**config.mk**
```make
export PLATFORM = sky130hd
export DESIGN_NAME = branch_predictor_bht
export DESIGN_NICKNAME = d
export VERILOG_FILES = /design/src/rtl/branch_predictor_bht.sv
export SDC_FILE = /design/constraint.sdc
export NUM_CORES = 2
export LEC_CHECK = 0
export CAP_MARGIN = 15
export CORE_AREA = 2 2 283 285
export DETAILED_ROUTE_END_ITERATION = 16
export DIE_AREA = 0 0 285 287
export GPL_TIMING_DRIVEN = 0
export HOLD_SLACK_MARGIN = 0.03
export MAX_ROUTING_LAYER = met4
export RECOVER_POWER = 25
export SLEW_MARGIN = 20
export SYNTH_ARGS = -nofsm -noshare
export SYNTH_HDL_FRONTEND = slang
export SYNTH_SLANG_ARGS = --single-unit
```
**constraint.sdc**
```tcl
create_clock -name clk -period 37.3 [get_ports clk]
set_clock_uncertainty 0.2 [all_clocks]
set_input_delay 7.46 -clock clk [delete_from_list [all_inputs] [get_ports clk]]
set_output_delay 7.46 -clock clk [all_outputs]
set_load 0.02 [all_outputs]
```
**src/rtl/branch_predictor_bht.sv**
```systemverilog
// Fetch-stage dynamic branch predictor: direct-mapped table of 2-bit saturating
// counters with a branch target buffer, looked up combinationally from PCF and
// trained one entry per cycle from the execute stage. Also keeps saturating
// counts of resolved branches and mispredictions.
//
// Ports:
//   clk, rst                       clock (rising edge), async active-high reset
//   PCF                            fetch PC to look up
//   Predict_branchF/targetF/hitF   combinational prediction for PCF
//   update_en                      execute-stage branch/jump resolved this cycle
//   PCE, takenE, jumpE, targetE    resolved instruction PC, outcome, JAL flag, taken target
//   prediction_correctE            execute stage found the prediction correct
//   branch_count, mispredict_count saturating performance counters
module branch_predictor_bht #(
  parameter int unsigned INDEX_BITS = 4,
  parameter int unsigned TAG_BITS   = 8
) (
  input  logic        clk,
  input  logic        rst,
  input  logic [31:0] PCF,
  output logic        Predict_branchF,
  output logic [31:0] Predict_targetF,
  output logic        Predict_hitF,
  input  logic        update_en,
  input  logic [31:0] PCE,
  input  logic        takenE,
  input  logic        jumpE,
  input  logic [31:0] targetE,
  input  logic        prediction_correctE,
  output logic [31:0] branch_count,
  output logic [31:0] mispredict_count
);

  localparam int unsigned ENTRIES = 1 << INDEX_BITS;
  localparam int unsigned TAG_LO  = INDEX_BITS + 2;
  localparam int unsigned TAG_HI  = TAG_LO + TAG_BITS - 1;

  localparam logic [1:0] CTR_STRONG_T = 2'b11;
  localparam logic [1:0] CTR_WEAK_T   = 2'b10;
  localparam logic [1:0] CTR_WEAK_NT  = 2'b01;
  localparam logic [1:0] CTR_STRONG_NT = 2'b00;

  logic                valid   [ENTRIES];
  logic [TAG_BITS-1:0] tags    [ENTRIES];
  logic [1:0]          ctrs    [ENTRIES];
  logic [31:0]         targets [ENTRIES];

  logic [INDEX_BITS-1:0] idx_f;
  logic [TAG_BITS-1:0]   tag_f;
  logic                  hit_f;
  logic [INDEX_BITS-1:0] idx_e;
  logic [TAG_BITS-1:0]   tag_e;
  logic                  hit_e;
  logic [1:0]            ctr_e;
  logic [1:0]            ctr_inc;
  logic [1:0]            ctr_dec;
  logic                  unused_pc_bits;

  // Byte offset and PC bits above the tag do not take part in indexing.
  assign unused_pc_bits = ^{PCF[1:0], PCF[31:TAG_HI+1], PCE[1:0], PCE[31:TAG_HI+1]};

  // Fetch lookup: zero latency, reads the table as it stands this cycle.
  assign idx_f           = PCF[INDEX_BITS+1:2];
  assign tag_f           = PCF[TAG_HI:TAG_LO];
  assign hit_f           = valid[idx_f] && (tags[idx_f] == tag_f);
  assign Predict_hitF    = hit_f;
  assign Predict_branchF = hit_f & ctrs[idx_f][1];
  assign Predict_targetF = hit_f ? targets[idx_f] : 32'h0;

  // Execute-side lookup for training.
  assign idx_e   = PCE[INDEX_BITS+1:2];
  assign tag_e   = PCE[TAG_HI:TAG_LO];
  assign hit_e   = valid[idx_e] && (tags[idx_e] == tag_e);
  assign ctr_e   = ctrs[idx_e];
  assign ctr_inc = (ctr_e == CTR_STRONG_T)  ? CTR_STRONG_T  : 2'(ctr_e + 2'd1);
  assign ctr_dec = (ctr_e == CTR_STRONG_NT) ? CTR_STRONG_NT : 2'(ctr_e - 2'd1);

  // Table training; a not-taken miss never allocates, a taken miss replaces the entry.
  always_ff @(posedge clk or posedge rst) begin
    if (rst) begin
      for (int i = 0; i < int'(ENTRIES); i++) begin
        valid[i]   <= 1'b0;
        tags[i]    <= '0;
        ctrs[i]    <= CTR_WEAK_NT;
        targets[i] <= 32'h0;
      end
    end else if (update_en) begin
      if (hit_e) begin
        if (jumpE) begin
          ctrs[idx_e]    <= CTR_STRONG_T;
          targets[idx_e] <= targetE;
        end else if (takenE) begin
          ctrs[idx_e]    <= ctr_inc;
          targets[idx_e] <= targetE;
        end else begin
          ctrs[idx_e]    <= ctr_dec;
        end
      end else if (takenE) begin
        valid[idx_e]   <= 1'b1;
        tags[idx_e]    <= tag_e;
        targets[idx_e] <= targetE;
        ctrs[idx_e]    <= jumpE ? CTR_STRONG_T : CTR_WEAK_T;
      end
    end
  end

  // Saturating performance counters.
  always_ff @(posedge clk or posedge rst) begin
    if (rst) begin
      branch_count     <= 32'h0;
      mispredict_count <= 32'h0;
    end else if (update_en) begin
      if (branch_count != 32'hFFFF_FFFF) begin
        branch_count <= branch_count + 32'd1;
      end
      if (!prediction_correctE && (mispredict_count != 32'hFFFF_FFFF)) begin
        mispredict_count <= mispredict_count + 32'd1;
      end
    end
  end

endmodule

```
==> flow_summary_export.csv <==
group,metric,value,unit
yosys,synthFlopType,"dfrtp_1",
setup_path,reg2reg_slack,33100,ps
yosys,synth-seq-area-share,53.7,%
cells_and_area,regArea,18800,sq um
global_routing,grt_max_degree,114,
floorplan,core,78600,sq um
cells_and_area,fin_util,52.3,%
timing,rsz0062_at_grt,"no",
global_routing,grt_pass1_wl,170000,um
floorplan,pin_count,200,
worst_hold_path,min_path_type,"flip-flop to flip-flop",
setup_path,cp.required,29640,ps
setup_path,cp-end-kind,"primary output",
floorplan,die_w,285,um
cells_and_area,syn2layout_area_growth,17.1,%
yosys,netlist_top_cells_count,"dfrtp_1 (736), o2bb2ai_1 (512), mux4_2 (233)",
floorplan,die_y,287,um
global_routing,grt_pass1_vias,26164,
yosys,synthArstFlopShare,100,%
timing,setup_viol,0,
clock_network,hold_buffers,0,
clock_network,cts-root-buf,"clkbuf_16",
routing,drc_errors,0,
timing,fin_tns_setup,0,ps
clock_network,clock_path_buffers,3,
power,swShare,26.5,%
place,dpl.hpwl,74300,um
yosys,synth_largest_area_cell,"dfrtp_1",
yosys,ys_ff_latch,752,
setup_path,worstPathMaxFanout,10,
power,p_comb_share,17.3,%
timing,period_share,54.2,%
setup_path,reg2reg_depth,10,
routing,dr.pass1.iters,6,
power,ir_drop,0.0357,mV
cells_and_area,fin_nets,2832,
timing,maxSlewViolCount,374,
setup_path,criticalPathCategory,"input pin to primary output",
yosys,syn_nets,2585,
yosys,synth.most_common_cell,"dfrtp_1",
job,maxCapViolCount,4,
yosys,synth_warnings,0,
power,p_per_area,57.6,nW/um^2
power,leakage,17.0,nW
cells_and_area,layout-drive-gt1-share,22.7,%
clock_network,cts.clk_slew.worst_paths,50,ps
place,dpl_worst_slack,17190,ps
yosys,synth_top_area_share,52.5,%
clock_network,htreeDepth,3,
timing,timing.final.crit_period,20230,ps
timing,timing.final.ws_setup,17070,ps
clock_network,cts.sinks,752,
floorplan,start_util,44.7,%
place,place_area,38200,sq um
routing,wirelength,111000,um
yosys,netlist_instances,2481,
worst_hold_path,min_path_cells,1,
status,status,"finished, violations left",
setup_path,crit_arrival,12570,ps
timing,maxSlewHeadroom,-280,%
place,portBuffers,149,
clock_network,cts_buffers,85,
global_routing,gr-usage-all-layers,28.3,%
routing,avgRoutedWirePerCell,28.8,um
status,violations,"capacitance limit, slew limit",
global_routing,antenna_found_initial,5,
power,p_sw,0.000628,W
timing,fin_hold_ws,281,ps
yosys,synth_cell_types,60,
yosys,synth_area_leaders,"dfrtp_1 (52%), mux4_2 (15%), o2bb2ai_1 (13%), mux2_2 (4.3%), mux2i_1 (1.7%)",
routing,num_vias,24703,
global_routing,grt-ovfl-total,0,
floorplan,die_area,81800,sq um
setup_path,cp-start-kind,"input pin",
power,seq_power_share,45.1,%
timing,fmaxAchievable,49.4,MHz
clock_network,post_cts_resized,0,
routing,postRouteAntennaNets,0,
clock_network,cts_setup_buffers,0,
clock_network,clock_latency,650,ps
cells_and_area,fin_area,41100,sq um
cells_and_area,multi_input_area,15200,sq um
place,finalWeightedCongestion,0.894,
power,pwr-share-clk,37.5,%
yosys,synth-edff-count,0,
cells_and_area,n_fill_cell,6631,
floorplan,num_rows,103,
timing,final_hold_viol_count,0,
routing,drt_iter0_markers,2224,
timing,worstMarginPinSlew,5700,ps
routing,routed_via_density,6.41,
clock_network,cts_tree,"built",
yosys,synth_area,35100,sq um
power,power.internal,0.00174,W
yosys,syn_avg_cell_area,14.2,sq um
[path summary, 6_finish.rpt]
kind | from | to
min in group asynchronous | rst | tags[39]$_DFFE_PP0P_
max in group asynchronous | rst | targets[468]$_DFFE_PP0P_
hold / removal | targets[39]$_DFFE_PP0P_ | targets[39]$_DFFE_PP0P_
setup reg to reg | tags[3]$_DFFE_PP0P_ | targets[355]$_DFFE_PP0P_
setup / recovery | PCF[4] | Predict_targetF[12]
hold reg to reg | targets[39]$_DFFE_PP0P_ | targets[39]$_DFFE_PP0P_
[layout by cell type (no fill, tap or decap), types with 25 or more instances in the layout]
cell,instances
xnor2_1,49
mux2_2,133
dfrtp_1,736
and3_1,48
mux2i_1,60
o2bb2ai_1,512
buf_2,52
nand2_1,113
clkbuf_8,25
clkbuf_1,163
clkbuf_16,87
nand3_1,46
mux4_2,233
nor2_1,41
clkdlybuf4s50_1,148
a21oi_1,31
xor2_1,27
[kinds of logic after synthesis]
group | count (synthesis) | share of synthesized area, %
DFF | 752 | 53.7
AOI/OAI and AO/OA | 625 | 15.2
muxes | 426 | 20.9
and+or+nand+nor | 349 | 5.10
buffers and inverters | 248 | 3.07
xor gates and xnor gates | 76 | 1.90
adders and majority gates | 5 | 0.160
[power by group through the flow]
stage / combinational, W / clock (W) / sequential [W]
2_1_floorplan: 0.000299 / 0 / 0.00105
3_3_place_gp: 0.000397 / 0 / 0.00107
3_5_place_dp: 0.000413 / 0 / 0.00107
4_1_cts: 0.000414 / 0.000901 / 0.00106
5_1_grt: 0.000441 / 0.000937 / 0.00108
6_report: 0.000411 / 0.000889 / 0.00107
[metal layers]
layer,vias up,share of wire (%),global-route usage [%]
li1,10235,-,-
met1,13070,42,38.2
met2,1125,46,41.9
met3,273,7.3,5.76
met4,0,4.4,12.3
met5,-,0,-
[layout make-up]
cell class,instances,area share [%]
Antenna cell,5,0.0304
Buffer,240,2.57
Clock buffer,126,6.26
Clock inverter,29,0.965
Inverter,8,0.0761
Multi-Input combinational cell,1481,37.0
Sequential cell,752,45.8
Tap cell,1050,3.20
Timing Repair Buffer,160,4.02
[state kept, by name, summed over array words and instances, names as in the netlist]
| signal | cells |
|---|---|
| mispredict_count | 32 |
| ctrs | 32 |
| targets | 512 |
| valid | 16 |
| tags | 128 |
| branch_count | 32 |
[worst max-delay path, cell delays in order]
cell and delay [ps]:
clkdlybuf4s50_1 620, buf_1 920, clkbuf_1 870, mux2i_1 270, a21oi_1 100, xor2_1 200
nor4_2 510, buf_4 320, clkbuf_1 410, and3_1 260, clkdlybuf4s50_1 610
[per-stage QoR]
step                      total power, W  std cells
after floorplan                  0.00135       2481
after global placement           0.00147       3680
after detailed placement         0.00149       3691
after CTS                        0.00238       3846
after global routing             0.00246       3851
final                            0.00237       3851
(Power assumes the default switching activity.)
